### src/rtl/fp_pkg.sv
//------------------------------------------------------------------------------
// Module   : fp_pkg
// Purpose  : Shared constants and FSM state encoding for the sequential
//            single-precision adder/subtractor.
// Revision : 1.0 - initial release
//------------------------------------------------------------------------------
`default_nettype none

package fp_pkg;

    localparam logic [7:0]  EXP_MAX = 8'd255;
    localparam int          MANT_W  = 23;
    localparam logic [31:0] QNAN    = 32'h7FC0_0000;

    typedef enum logic [2:0] {
        IDLE  = 3'd0,
        ALIGN = 3'd1,
        ADD   = 3'd2,
        NORM  = 3'd3,
        DONE  = 3'd4
    } state_t;

endpackage : fp_pkg

`default_nettype wire

### src/rtl/fp_classify.sv
//------------------------------------------------------------------------------
// Module   : fp_classify
// Purpose  : Combinational unpack of one IEEE-754 single into fields and flags.
// Revision : 1.0 - initial release
//------------------------------------------------------------------------------
`default_nettype none

module fp_classify
    import fp_pkg::*;
(
    input  logic [31:0]       op_i,
    output logic              sign_o,
    output logic [7:0]        exp_o,
    output logic [MANT_W-1:0] mant_o,
    output logic              is_nan_o,
    output logic              is_inf_o,
    output logic              is_zero_o
);

    assign sign_o    = op_i[31];
    assign exp_o     = op_i[30:23];
    assign mant_o    = op_i[MANT_W-1:0];

    // Denormals have exponent 0 and are treated as zero.
    assign is_nan_o  = (exp_o == EXP_MAX) && (mant_o != '0);
    assign is_inf_o  = (exp_o == EXP_MAX) && (mant_o == '0);
    assign is_zero_o = (exp_o == 8'd0);

endmodule : fp_classify

`default_nettype wire

### src/rtl/fp_addsub_seq.sv
//------------------------------------------------------------------------------
// Module   : fp_addsub_seq
// Purpose  : Multi-cycle single-precision add/subtract, truncating, with
//            valid/ready handshakes on both sides.
// Revision : 1.0 - initial release
//------------------------------------------------------------------------------
`default_nettype none

module fp_addsub_seq
    import fp_pkg::*;
(
    input  logic        clk,
    input  logic        rst_n,
    input  logic        in_valid,
    output logic        in_ready,
    input  logic        op,
    input  logic [31:0] a,
    input  logic [31:0] b,
    output logic        out_valid,
    input  logic        out_ready,
    output logic [31:0] result,
    output logic        overflow
);

    state_t      state_q,  state_d;
    logic        sign_q,   sign_d;
    logic        sub_q,    sub_d;
    logic [7:0]  exp_q,    exp_d;
    logic [7:0]  diff_q,   diff_d;
    logic [23:0] big_q,    big_d;
    logic [23:0] small_q,  small_d;
    logic [31:0] result_q, result_d;
    logic        ovf_q,    ovf_d;

    logic              a_sign, b_sign;
    logic [7:0]        a_exp,  b_exp;
    logic [MANT_W-1:0] a_mant, b_mant;
    logic              a_nan,  a_inf, a_zero;
    logic              b_nan,  b_inf, b_zero;

    fp_classify u_class_a (
        .op_i      (a),
        .sign_o    (a_sign),
        .exp_o     (a_exp),
        .mant_o    (a_mant),
        .is_nan_o  (a_nan),
        .is_inf_o  (a_inf),
        .is_zero_o (a_zero)
    );

    fp_classify u_class_b (
        .op_i      (b),
        .sign_o    (b_sign),
        .exp_o     (b_exp),
        .mant_o    (b_mant),
        .is_nan_o  (b_nan),
        .is_inf_o  (b_inf),
        .is_zero_o (b_zero)
    );

    logic        w_eff_b_sign;
    logic        w_a_ge_b;
    logic [24:0] w_sum;
    logic [23:0] w_shl;

    assign w_eff_b_sign = b_sign ^ op;
    assign w_a_ge_b     = {a_exp, a_mant} >= {b_exp, b_mant};
    assign w_sum        = sub_q ? ({1'b0, big_q} - {1'b0, small_q})
                                : ({1'b0, big_q} + {1'b0, small_q});
    assign w_shl        = {big_q[22:0], 1'b0};

    assign in_ready  = (state_q == IDLE);
    assign out_valid = (state_q == DONE);
    assign result    = result_q;
    assign overflow  = ovf_q;

    always_ff @(posedge clk or negedge rst_n) begin
        if (!rst_n) begin
            state_q  <= IDLE;
            sign_q   <= 1'b0;
            sub_q    <= 1'b0;
            exp_q    <= 8'd0;
            diff_q   <= 8'd0;
            big_q    <= 24'd0;
            small_q  <= 24'd0;
            result_q <= 32'd0;
            ovf_q    <= 1'b0;
        end else begin
            state_q  <= state_d;
            sign_q   <= sign_d;
            sub_q    <= sub_d;
            exp_q    <= exp_d;
            diff_q   <= diff_d;
            big_q    <= big_d;
            small_q  <= small_d;
            result_q <= result_d;
            ovf_q    <= ovf_d;
        end
    end

    always_comb begin
        state_d  = state_q;
        sign_d   = sign_q;
        sub_d    = sub_q;
        exp_d    = exp_q;
        diff_d   = diff_q;
        big_d    = big_q;
        small_d  = small_q;
        result_d = result_q;
        ovf_d    = ovf_q;

        case (state_q)
            IDLE: begin
                if (in_valid) begin
                    ovf_d   = 1'b0;
                    state_d = DONE;
                    if (a_nan) begin
                        result_d = a;
                    end else if (b_nan) begin
                        result_d = b;
                    end else if (a_inf && b_inf && (a_sign != w_eff_b_sign)) begin
                        result_d = QNAN;
                    end else if (a_inf) begin
                        result_d = a;
                    end else if (b_inf) begin
                        result_d = {w_eff_b_sign, b[30:0]};
                    end else if (a_zero && b_zero) begin
                        result_d = {a_sign & w_eff_b_sign, 31'd0};
                    end else if (a_zero) begin
                        result_d = {w_eff_b_sign, b[30:0]};
                    end else if (b_zero) begin
                        result_d = a;
                    end else begin
                        sub_d = a_sign ^ w_eff_b_sign;
                        if (w_a_ge_b) begin
                            sign_d  = a_sign;
                            exp_d   = a_exp;
                            big_d   = {1'b1, a_mant};
                            small_d = {1'b1, b_mant};
                            diff_d  = a_exp - b_exp;
                        end else begin
                            sign_d  = w_eff_b_sign;
                            exp_d   = b_exp;
                            big_d   = {1'b1, b_mant};
                            small_d = {1'b1, a_mant};
                            diff_d  = b_exp - a_exp;
                        end
                        state_d = (diff_d == 8'd0) ? ADD : ALIGN;
                    end
                end
            end

            ALIGN: begin
                // Anything 25 or more places down truncates to nothing.
                if (diff_q >= 8'd25) begin
                    small_d = 24'd0;
                    diff_d  = 8'd0;
                    state_d = ADD;
                end else begin
                    small_d = small_q >> 1;
                    diff_d  = diff_q - 8'd1;
                    if (diff_q == 8'd1) begin
                        state_d = ADD;
                    end
                end
            end

            ADD: begin
                if (w_sum[24]) begin
                    state_d = DONE;
                    if (exp_q == (EXP_MAX - 8'd1)) begin
                        result_d = {sign_q, EXP_MAX, 23'd0};
                        ovf_d    = 1'b1;
                    end else begin
                        exp_d    = exp_q + 8'd1;
                        result_d = {sign_q, exp_q + 8'd1, w_sum[23:1]};
                    end
                end else if (w_sum[23]) begin
                    state_d  = DONE;
                    result_d = {sign_q, exp_q, w_sum[22:0]};
                end else begin
                    big_d   = w_sum[23:0];
                    state_d = NORM;
                end
            end

            NORM: begin
                // Cancellation to zero or exponent underflow both flush to +0.
                if ((big_q == 24'd0) || (exp_q == 8'd1)) begin
                    result_d = 32'd0;
                    state_d  = DONE;
                end else begin
                    big_d = w_shl;
                    exp_d = exp_q - 8'd1;
                    if (w_shl[23]) begin
                        result_d = {sign_q, exp_q - 8'd1, w_shl[22:0]};
                        state_d  = DONE;
                    end
                end
            end

            DONE: begin
                if (out_ready) begin
                    state_d = IDLE;
                end
            end

            default: begin
                state_d = IDLE;
            end
        endcase
    end

endmodule : fp_addsub_seq

`default_nettype wire

### config.mk
export PLATFORM = sky130hd
export DESIGN_NAME = fp_addsub_seq
export DESIGN_NICKNAME = d
export VERILOG_FILES = /design/src/rtl/fp_pkg.sv /design/src/rtl/fp_classify.sv /design/src/rtl/fp_addsub_seq.sv
export SDC_FILE = /design/constraint.sdc
export NUM_CORES = 1
export LEC_CHECK = 0
export CORE_MARGIN = 3
export CORE_UTILIZATION = 45
export DETAILED_ROUTE_END_ITERATION = 8
export PLACE_DENSITY_LB_ADDON = 0.15
export SLEW_MARGIN = 20
export SYNTH_ARGS = -nofsm -noshare
export SYNTH_HDL_FRONTEND = slang
export SYNTH_SLANG_ARGS = --single-unit
export TNS_END_PERCENT = 30
### constraint.sdc
create_clock -name clk -period 3.8 [get_ports clk]
set_clock_uncertainty 0.05 [all_clocks]
set_input_delay 0.38 -clock clk [delete_from_list [all_inputs] [get_ports clk]]
set_output_delay 0.38 -clock clk [all_outputs]
set_load 0.05 [all_outputs]
==> results of run 1 <==
-- final timing paths --
| check | from | end | slack (ns) |
|---|---|---|---|
| hold / removal | rst_n | exp_q[4] | 0.06 |
| setup reg to reg | small_q[0] | result[0] | -0.40 |
| max in group asynchronous | rst_n | result[21] | 2.78 |
| setup / recovery | small_q[0] | result[0] | -0.40 |
| min in group clk | result[21] | result[21] | 0.43 |
| hold reg to reg | result[21] | result[21] | 0.43 |
-- worst max-delay path, cell delays in order (launching register included) --
cell	delay, ns
dfrtp_1	0.41
inv_1	0.07
ha_2	0.18
nand3b_1	0.10
nor2_2	0.17
nand2_2	0.10
nor3b_4	0.25
nor2_2	0.07
xnor2_1	0.14
ha_1	0.36
nand4_1	0.19
nor2_1	0.08
a221oi_2	0.27
o21ai_1	0.12
o2111a_1	0.28
or3_4	0.33
and2_4	0.18
o221ai_4	0.23
buf_6	0.20
mux2_4	0.31
-- kinds of logic (layout without fill, tap and decap cells) --
logic type	count (synthesis)	count (layout)	synth area share
adder cells (fa/ha/maj)	74	74	0.09567
AO/OA/AOI/OAI	467	467	0.2996
XOR/XNOR	58	58	0.05389
flip-flops	102	102	0.2575
multiplexers	47	47	0.04998
AND/OR/NAND/NOR	395	396	0.1874
buffers and inverters	138	415	0.05591
-- Yosys cell counts (19+ instances only) --
cell type  number
clkbuf_1       46
a21o_1         28
xnor2_1        41
a22oi_1        37
nand2_1       130
nand3_1        19
dfrtp_1       102
nor3_1         22
o21ai_0       135
ha_1           71
nor4_1         26
inv_1          65
nor2_1        113
a21oi_1       131
buf_2          19
mux2i_1        27
-- through the flow --
stage / cell area [um^2] / util / total power [W] / hold slack (ns)
6_report: 13420 / 0.6286 / 0.01490 / 0.05696
5_1_grt: 13420 / 0.6286 / 0.01581 / 0.1147
2_1_floorplan: 9941 / - / 0.008276 / 0.03441
3_5_place_dp: 12750 / 0.5972 / 0.01293 / 0.4162
3_3_place_gp: 12750 / 0.5972 / 0.01293 / 0.4086
4_1_cts: 13230 / 0.6198 / 0.01420 / 0.09121
-- cell type report --
type / count / area share
Tap cell: 275 / 0.02563
Multi-Input combinational cell: 1042 / 0.5275
Clock inverter: 7 / 0.004940
Sequential cell: 102 / 0.1902
Clock buffer: 9 / 0.01678
Timing Repair Buffer: 333 / 0.2165
Inverter: 66 / 0.01846
-- metal layers --
| metal | share of wire | wire length [um] | global-route usage |
|---|---|---|---|
| met1 | 0.46 | 18000 | 0.4923 |
| met2 | 0.42 | 16490 | 0.4551 |
| met3 | 0.10 | 3938 | 0.06351 |
| met5 | 0 | 0 | 0 |
| met4 | 0.019 | 727 | 0.06939 |
-- flip-flops by register name, indices dropped and copies added, names as in the netlist --
register	flops
big_q	24
sign_q	1
small_q	24
overflow	1
exp_q	8
state_q	3
diff_q	8
sub_q	1
result	32
-- layout by cell type (no fill, tap or decap), types with 8 or more instances in the layout --
cell               n
a21o_1            28
o21ai_1           19
xor2_1            15
buf_12             9
nor2_1           110
nor4_1            25
nand4_1           17
xnor2_1           40
nand3_1           18
clkbuf_16          9
inv_1             65
ha_1              70
a22o_1            12
a211oi_1           9
buf_6              9
a22oi_1           37
nor3_1            21
nand2_1          127
mux2_2            14
clkdlybuf4s50_1  102
and3_1             8
buf_4            211
a21oi_1          121
mux2i_1           27
a31oi_1            8
a21oi_2           10
nand2b_1          14
dfrtp_1          102
o22ai_1            9
o21ai_0          118
-- power by group through the flow --
stage	clock (W)	combinational [W]	sequential (W)
after floorplan	0	0.00572	0.00256
after global placement	0	0.0107	0.00218
after detailed placement	0	0.0107	0.00220
after CTS	0.000975	0.0110	0.00218
after global routing	0.00102	0.0125	0.00228
final	0.000961	0.0117	0.00222
-- repair_timing --
| item | CTS | global route |
|---|---|---|
| gates cloned | 2 | 2 |
| pin swaps | 11 | 27 |
| setup endpoints to repair | 66 | 67 |
| buffers inserted | 9 | 10 |
| resized for setup | 16 | 61 |
==> results.yml, run 1 <==
run_status:
  status: "finished, violations left"
  violations: "negative setup slack"
synth:
  syn-num-nets: 1424
  synthCells: 1281
  ys_ff_latch: 102
  ys_async_sr_fraction: 1.000
  ys_seq_area_frac: 0.2575
  syn_area_mm2: 0.009913
  synth-edff-count: 0
  ys_top_cells_by_area: "dfrtp_1, ha_1, o21ai_0"
  ys_warn_count: 0
  synth.avg_cell_area_um2: 7.739
  netlist.area_leader.share: 0.2575
  ys.flop_type: "dfrtp_1"
  synth_cell_types: 84
  synth_top_area_cell: "dfrtp_1"
routing:
  vias: 11300
  first_iter_violations: 1360
  antenna_left: 0
  drc: 0
  post_drt_wl_per_cell_um: 21.35
  drt_first_pass_iters: 8
  drt-total-wl_um: 39160
  viasPerCell: 6.162
worst_setup_path:
  critical_path.max_fanout: 6
  critPathKind: "flop to flop"
  cp-start-kind: "flop"
  ff2ff_path_depth: 19
  cp.required_ns: 3.99
  cp.arrival_ns: 4.39
  crit_path_end_kind: "flop"
timing:
  rsz0062_at_grt: "true"
  tns_ns: -18.51
  finalHoldViolations: 0
  relSlewSlack: 0.4124
  setup_violations: 59
  post-route-period-util: 1.104
  fin_crit_ns: 4.196
  tightest_slew_ns: 0.8813
  fmax_ghz: 0.2383
  worst_slack_ns: -0.3961
  drv_slew: 0
global_route:
  grt_pass1_wl_um: 59810
  grtUsageTotal: 0.3180
  gr-total-overflow: 0
  grt_pass1_vias: 10400
  grt_max_degree: 65
  antenna_found_initial: 0
layout:
  nets: 1697
  layout-drive-gt1-share: 0.2130
  antenna_cells: 0
  register_area_mm2: 0.002552
  stdcell_count: 1834
  multi_input_area_mm2: 0.007081
  area_growth_syn_to_layout_pct: 35.40
  n_fill_cell: 1927
pwr:
  comb_power_share: 0.786
  p_leak_nw: 6.141
  p_int_w: 0.007226
  p_seq_frac: 0.149
  pwr-share-clk: 0.065
  p_per_area_mw_per_mm2: 1110
  p_sw_w: 0.007671
  switching_share: 0.5149
  vdd_drop_max_uv: 510.9
clock_network:
  clock_latency_ns: 0.36
  hold_buffers: 0
  cts_max_level: 3
  cts-buffers-inserted: 9
  path_clk_slew_ns: 0.09
  cts_buffer_depth: 2
  cts-root-buf: "clkbuf_16"
  clock-sinks: 102
  tritoncts: "yes"
placement:
  dp.cells: 1801
  pre_cts_slack_ns: -0.3678
  place_congestion: 1.012
  detailed_place_hpwl_um: 30510
  placement.io_buffers: 103
floorplanning:
  start_util: 0.4643
  fp.coreArea_mm2: 0.02135
  rows: 53
  die_h_um: 154.4
  ios: 104
  dieArea_mm2: 0.02385
  die_w_um: 154.4
worst_hold_path:
  hold_path.class: "primary input to asynchronous set/reset pin"
flow_run:
  maxCapViolCount: 0
Power figures use the tool's default switching activity.
==> run 2: changes to the inputs <==
--- a/config.mk
+++ b/config.mk
@@ -8,7 +8,7 @@
 export CORE_MARGIN = 3
 export CORE_UTILIZATION = 45
 export DETAILED_ROUTE_END_ITERATION = 8
-export PLACE_DENSITY_LB_ADDON = 0.15
+export PLACE_DENSITY_LB_ADDON = 0.1
 export SLEW_MARGIN = 20
 export SYNTH_ARGS = -nofsm -noshare
 export SYNTH_HDL_FRONTEND = slang
==> run 2 against run 1 <==
The flow finishes with violations (negative hold slack, negative setup slack). Global-route usage is 0.99 points lower. Sequential power is 4% lower. Clock power is 7% higher. First-iteration DRC count is 25% lower. Maximum frequency is 1.2% lower. Worst hold slack worse by 0.091 ns. Highest routed layer unchanged. Critical endpoint is now result[14]. Sequential share of layout area is 0.39 points higher. Power is 3.7% lower. Utilization is 1.3 points lower. Critical path depth is 2 lower. Die area stayed put. Register-to-register slack worse by 0.05 ns.
==> results.yml, run 2 (same netlist as run 1, synthesis figures left out) <==
run_status:
  status: "finished, violations left"
  violations: "negative hold slack, negative setup slack"
timing:
  worst_slack_ns: -0.4451
  setup_violations: 67
  rsz0062_at_grt: "true"
  relSlewSlack: 0.4558
  finalHoldViolations: 33
  tightest_slew_ns: 0.8132
  whs_ns: -0.03406
  fmax_ghz: 0.2356
  fin_crit_ns: 4.245
  drv_slew: 0
  post-route-period-util: 1.117
worst_setup_path:
  rr_endpoint: "result[14]"
  critical_path.max_fanout: 17
  crit_path_end_kind: "flop"
  crit_chain: "nor4_2, buf_4, nand2_2, nor4_2, nor2_1, xnor2_1, ha_2, nand4_1, nor3b_1, a221oi_2, o21ai_2, o2111a_1, or3_1, and2_4, o221ai_4, buf_12, mux2_2"
  cpLargestDelayFamily: "simple AND/OR/NAND/NOR gates"
  critPathKind: "flop to flop"
  max_stage_delay_ns: 0.40
  cp.required_ns: 4.00
  crit_buf_inv: 2
  r2r_slack_ns: -0.45
  slowest_stage: "dfrtp_1"
  cpMostUsedCell: "nor4_2"
  rr_startpoint: "small_q[10]"
  cp.arrival_ns: 4.45
  ff2ff_path_depth: 17
  cp-start-kind: "flop"
layout:
  nets: 1678
  register_area_mm2: 0.002552
  layout-drive-gt1-share: 0.1929
  most-common-layout-cells: "buf_4, o21ai_0, nand2_1"
  multi_input_area_mm2: 0.006939
  area_growth_syn_to_layout_pct: 32.70
  mostFrequentLayoutCell: "buf_4"
  n_fill_cell: 1961
  antenna_cells: 0
  stdcell_count: 1815
  largest_register_ffs: 32
floorplanning:
  die_h_um: 154.4
  die_w_um: 154.4
  ios: 104
  fp.coreArea_mm2: 0.02135
  start_util: 0.4643
  dieArea_mm2: 0.02385
  rows: 53
pwr:
  p_seq_frac: 0.149
  p_int_w: 0.007029
  comb_power_share: 0.779
  vdd_drop_max_uv: 452.2
  p_leak_nw: 6.006
  p_sw_w: 0.007311
  switching_share: 0.5098
  p_per_area_mw_per_mm2: 1090
  pwr-share-clk: 0.072
clock_network:
  hold_buffers: 0
  path_clk_slew_ns: 0.09
  cts-root-buf: "clkbuf_16"
  clock_latency_ns: 0.38
  cts-buffers-inserted: 9
  tritoncts: "yes"
  cts_buffer_depth: 2
  clock-sinks: 102
  cts_max_level: 3
worst_hold_path:
  hold_path.class: "primary input to asynchronous set/reset pin"
placement:
  placement.io_buffers: 103
  detailed_place_hpwl_um: 29290
  place_congestion: 1.017
  dp.cells: 1791
routing:
  viasPerCell: 5.961
  antenna_left: 0
  post_drt_wl_per_cell_um: 20.29
  drc: 0
  drt_first_pass_iters: 5
  drt-total-wl_um: 36820
  vias: 10820
  first_iter_violations: 1024
global_route:
  grt_max_degree: 55
  antenna_found_initial: 0
  grt_pass1_wl_um: 58500
  gr-total-overflow: 0
  grtUsageTotal: 0.3081
  grt_pass1_vias: 10370
flow_run:
  maxCapViolCount: 0
## run 2: how the worst max path moves through the flow
stage	startpoint	to	depth (start not counted)
finish	small_q[10]	result[14]	17
CTS	small_q[4]	result[14]	17
global placement	small_q[2]	result[14]	17
global route	small_q[1]	result[15]	19
detailed placement	small_q[2]	result[11]	19
floorplan	small_q[2]	result[14]	17
## run 2: final cells by class
class                   count  area share
clock inverters             7    0.007133
clock buffers               9     0.01712
multi-input cells        1041      0.5275
repair buffers            315      0.2092
inverters                  66     0.01883
flip-flops and latches    102      0.1940
well taps                 275     0.02616
## run 2: repair_timing
| item | CTS | global route |
|---|---|---|
| setup buffers | 3 | 5 |
| gates resized for setup | 13 | 16 |
| setup endpoints to repair | 67 | 67 |
| pin swaps | 3 | 8 |
## run 2: power groups by stage
stage	clock, W	sequential [W]	combinational [W]
floorplan	0	0.00256	0.00572
CTS	0.00105	0.00212	0.0108
detailed placement	0	0.00213	0.0106
global placement	0	0.00213	0.0106
global route	0.00109	0.00221	0.0121
finish	0.00103	0.00214	0.0112
## run 2: worst register-to-register path: stages (launching register included)
cell and delay [ns]:
dfrtp_1 0.40, nor4_2 0.39, buf_4 0.18, nand2_2 0.07, nor4_2 0.16, nor2_1 0.10, xnor2_1 0.27, ha_2 0.37
nand4_1 0.18, nor3b_1 0.10, a221oi_2 0.26, o21ai_2 0.10, o2111a_1 0.26, or3_1 0.33, and2_4 0.18, o221ai_4 0.19
buf_12 0.18, mux2_2 0.34
## run 2: through the flow
step           setup slack (ns)  power (W)  instance area (um^2)    util  TNS (ns)
2_1_floorplan           -0.1076   0.008276                  9941       -   -0.8046
3_3_place_gp            -0.3248    0.01277                 12680  0.5936    -13.75
3_5_place_dp            -0.4249    0.01275                 12680  0.5936    -20.05
4_1_cts                 -0.3984    0.01397                 13060  0.6118    -16.80
5_1_grt                 -0.6265    0.01537                 13160  0.6161    -35.09
6_report                -0.4451    0.01434                 13160  0.6161    -20.54
## run 2: layer usage
| layer | GRT usage | routed length (um) | up-vias |
|---|---|---|---|
| met5 | 0 | 0 | - |
| met4 | 0.06812 | 674 | 0 |
| met3 | 0.06687 | 3379 | 42 |
| met2 | 0.4391 | 15250 | 503 |
| met1 | 0.4748 | 17520 | 5064 |
| li1 | - | - | 5210 |
==> run 3: changes to the inputs <==
--- a/config.mk
+++ b/config.mk
@@ -8,6 +8,7 @@
 export CORE_MARGIN = 3
 export CORE_UTILIZATION = 45
 export DETAILED_ROUTE_END_ITERATION = 8
+export HOLD_SLACK_MARGIN = 0.03
 export PLACE_DENSITY_LB_ADDON = 0.1
 export SLEW_MARGIN = 20
 export SYNTH_ARGS = -nofsm -noshare
==> run 3 against run 2 <==
The run ends with negative setup slack left. Critical path depth unchanged. Design area about the same. Flip-flop and latch count unchanged. Utilization about the same. Power about the same. Maximum frequency about the same.
==> results.yml, run 3 (same netlist as run 1, synthesis figures left out) <==
worst_setup_path:
  critPathKind: "flop to flop"
  ff2ff_path_depth: 17
  critical_path.max_fanout: 17
  cp-start-kind: "flop"
  cp.arrival_ns: 4.44
  slowest_stage: "dfrtp_1"
  max_stage_delay_ns: 0.40
  crit_path_end_kind: "flop"
  cpLargestDelayFamily: "simple AND/OR/NAND/NOR gates"
  r2r_slack_ns: -0.44
  cpMostUsedCell: "nor4_2"
  startpoint: "small_q[10]"
  endpoint: "result[14]"
  cp.required_ns: 4.00
  crit_chain: "nor4_2, buf_4, nand2_2, nor4_2, nor2_1, xnor2_1, ha_2, nand4_1, nor3b_1, a221oi_2, o21ai_2, o2111a_1, or3_1, and2_4, o221ai_4, buf_12, mux2_2"
  rr_startpoint: "small_q[10]"
  crit_cells: 17
  rr_endpoint: "result[14]"
  crit_buf_inv: 2
clock_network:
  path_clk_slew_ns: 0.08
  cts_buffer_depth: 2
  cts_max_level: 3
  tritoncts: "yes"
  cts-buffers-inserted: 9
  clock_latency_ns: 0.38
  cts-root-buf: "clkbuf_16"
  clock-sinks: 102
global_route:
  grt_pass1_vias: 10370
  grt_max_degree: 55
  grt_pass1_wl_um: 58500
  antenna_found_initial: 0
  gr-total-overflow: 0
  grtUsageTotal: 0.3081
pwr:
  pwr-share-clk: 0.072
  comb_power_share: 0.779
  p_seq_frac: 0.149
  p_sw_w: 0.007313
  switching_share: 0.5098
  p_leak_nw: 6.010
  vdd_drop_max_uv: 443.3
  p_int_w: 0.007031
  p_per_area_mw_per_mm2: 1090
placement:
  dp.cells: 1791
  detailed_place_hpwl_um: 29290
  placement.io_buffers: 103
  pre_cts_slack_ns: -0.4249
  place_congestion: 1.017
run_status:
  status: "finished, violations left"
  violations: "negative setup slack"
timing:
  drv_slew: 0
  fmax_ghz: 0.2356
  worst_slack_ns: -0.4443
  fin_crit_ns: 4.244
  tightest_slew_ns: 0.8406
  relSlewSlack: 0.4375
  setup_violations: 67
  tns_ns: -20.49
  finalHoldViolations: 0
  post-route-period-util: 1.117
  rsz0062_at_grt: "true"
routing:
  drt-total-wl_um: 36930
  viasPerCell: 5.961
  drc: 0
  post_drt_wl_per_cell_um: 20.34
  vias: 10830
  antenna_left: 0
  drt_first_pass_iters: 5
  first_iter_violations: 1029
worst_hold_path:
  hold_path.class: "flop to flop"
floorplanning:
  ios: 104
  fp.coreArea_mm2: 0.02135
  dieArea_mm2: 0.02385
  start_util: 0.4643
  rows: 53
  die_h_um: 154.4
  die_w_um: 154.4
layout:
  layout-drive-gt1-share: 0.1927
  nets: 1679
  mostFrequentLayoutCell: "buf_4"
  antenna_cells: 0
  stdcell_count: 1816
  most-common-layout-cells: "buf_4, o21ai_0, nand2_1"
  register_area_mm2: 0.002552
  multi_input_area_mm2: 0.006939
  largest_register_ffs: 32
  n_fill_cell: 1959
  area_growth_syn_to_layout_pct: 32.80
flow_run:
  maxCapViolCount: 0
==> run 3: per-layer routing <==
metal / vias up / GRT usage / part of all wire
met2: 496 / 0.4391 / 0.42
met4: 0 / 0.06812 / 0.016
met5: - / 0 / 0
met3: 39 / 0.06687 / 0.090
li1: 5214 / - / -
met1: 5076 / 0.4748 / 0.48
==> run 3: through the flow <==
stage | hold slack, ns | util | instance area, um^2 | total power (W)
after floorplan | 0.03441 | - | 9941 | 0.008276
after global placement | 0.3962 | 0.5936 | 12680 | 0.01277
after detailed placement | 0.4044 | 0.5936 | 12680 | 0.01275
after CTS | 0.4324 | 0.6123 | 13070 | 0.01397
after global routing | 0.4516 | 0.6165 | 13170 | 0.01537
final | 0.4291 | 0.6165 | 13170 | 0.01434
==> run 3: cell type report <==
cell class	count	area share
multi-input cells	1041	0.5271
well taps	275	0.02614
clock inverters	7	0.007128
clock buffers	9	0.01711
repair buffers	316	0.2098
flip-flops and latches	102	0.1939
inverters	66	0.01882
==> run 3: power by group through the flow <==
stage                     Sequential [W]  Clock [W]  Combinational, W
final                            0.00214    0.00103            0.0112
after global routing             0.00221    0.00109            0.0121
after CTS                        0.00212    0.00105            0.0108
after detailed placement         0.00213          0            0.0106
after global placement           0.00213          0            0.0106
after floorplan                  0.00256          0           0.00572
==> run 3: worst min path at each step <==
| stage | startpoint | to | slack, ns | cells after the start |
|---|---|---|---|---|
| final | sign_q | sign_q | 0.43 | 2 |
| after CTS | sign_q | sign_q | 0.43 | 2 |
| after global placement | rst_n | exp_q[5] | 0.40 | 1 |
| after global routing | result[21] | result[21] | 0.45 | 1 |
| after floorplan | rst_n | big_q[0] | 0.03 | 0 |
| after detailed placement | rst_n | exp_q[5] | 0.40 | 1 |
==> run 3: worst reg2reg max path, cell delays in order (launching register included) <==
cell and delay (ns):
dfrtp_1 0.40, nor4_2 0.39, buf_4 0.18, nand2_2 0.07, nor4_2 0.16, nor2_1 0.10, xnor2_1 0.27, ha_2 0.37
nand4_1 0.18, nor3b_1 0.10, a221oi_2 0.26, o21ai_2 0.10, o2111a_1 0.26, or3_1 0.33, and2_4 0.18, o221ai_4 0.19
buf_12 0.18, mux2_2 0.34
==> run 3: repair_timing <==
item                                    CTS  global route
resized for setup                        13            16
hold buffers                              1             0
pin swaps                                 3             8
endpoints found under the setup margin   67            67
buffers inserted                          3             5
hold endpoints to repair                 42             0
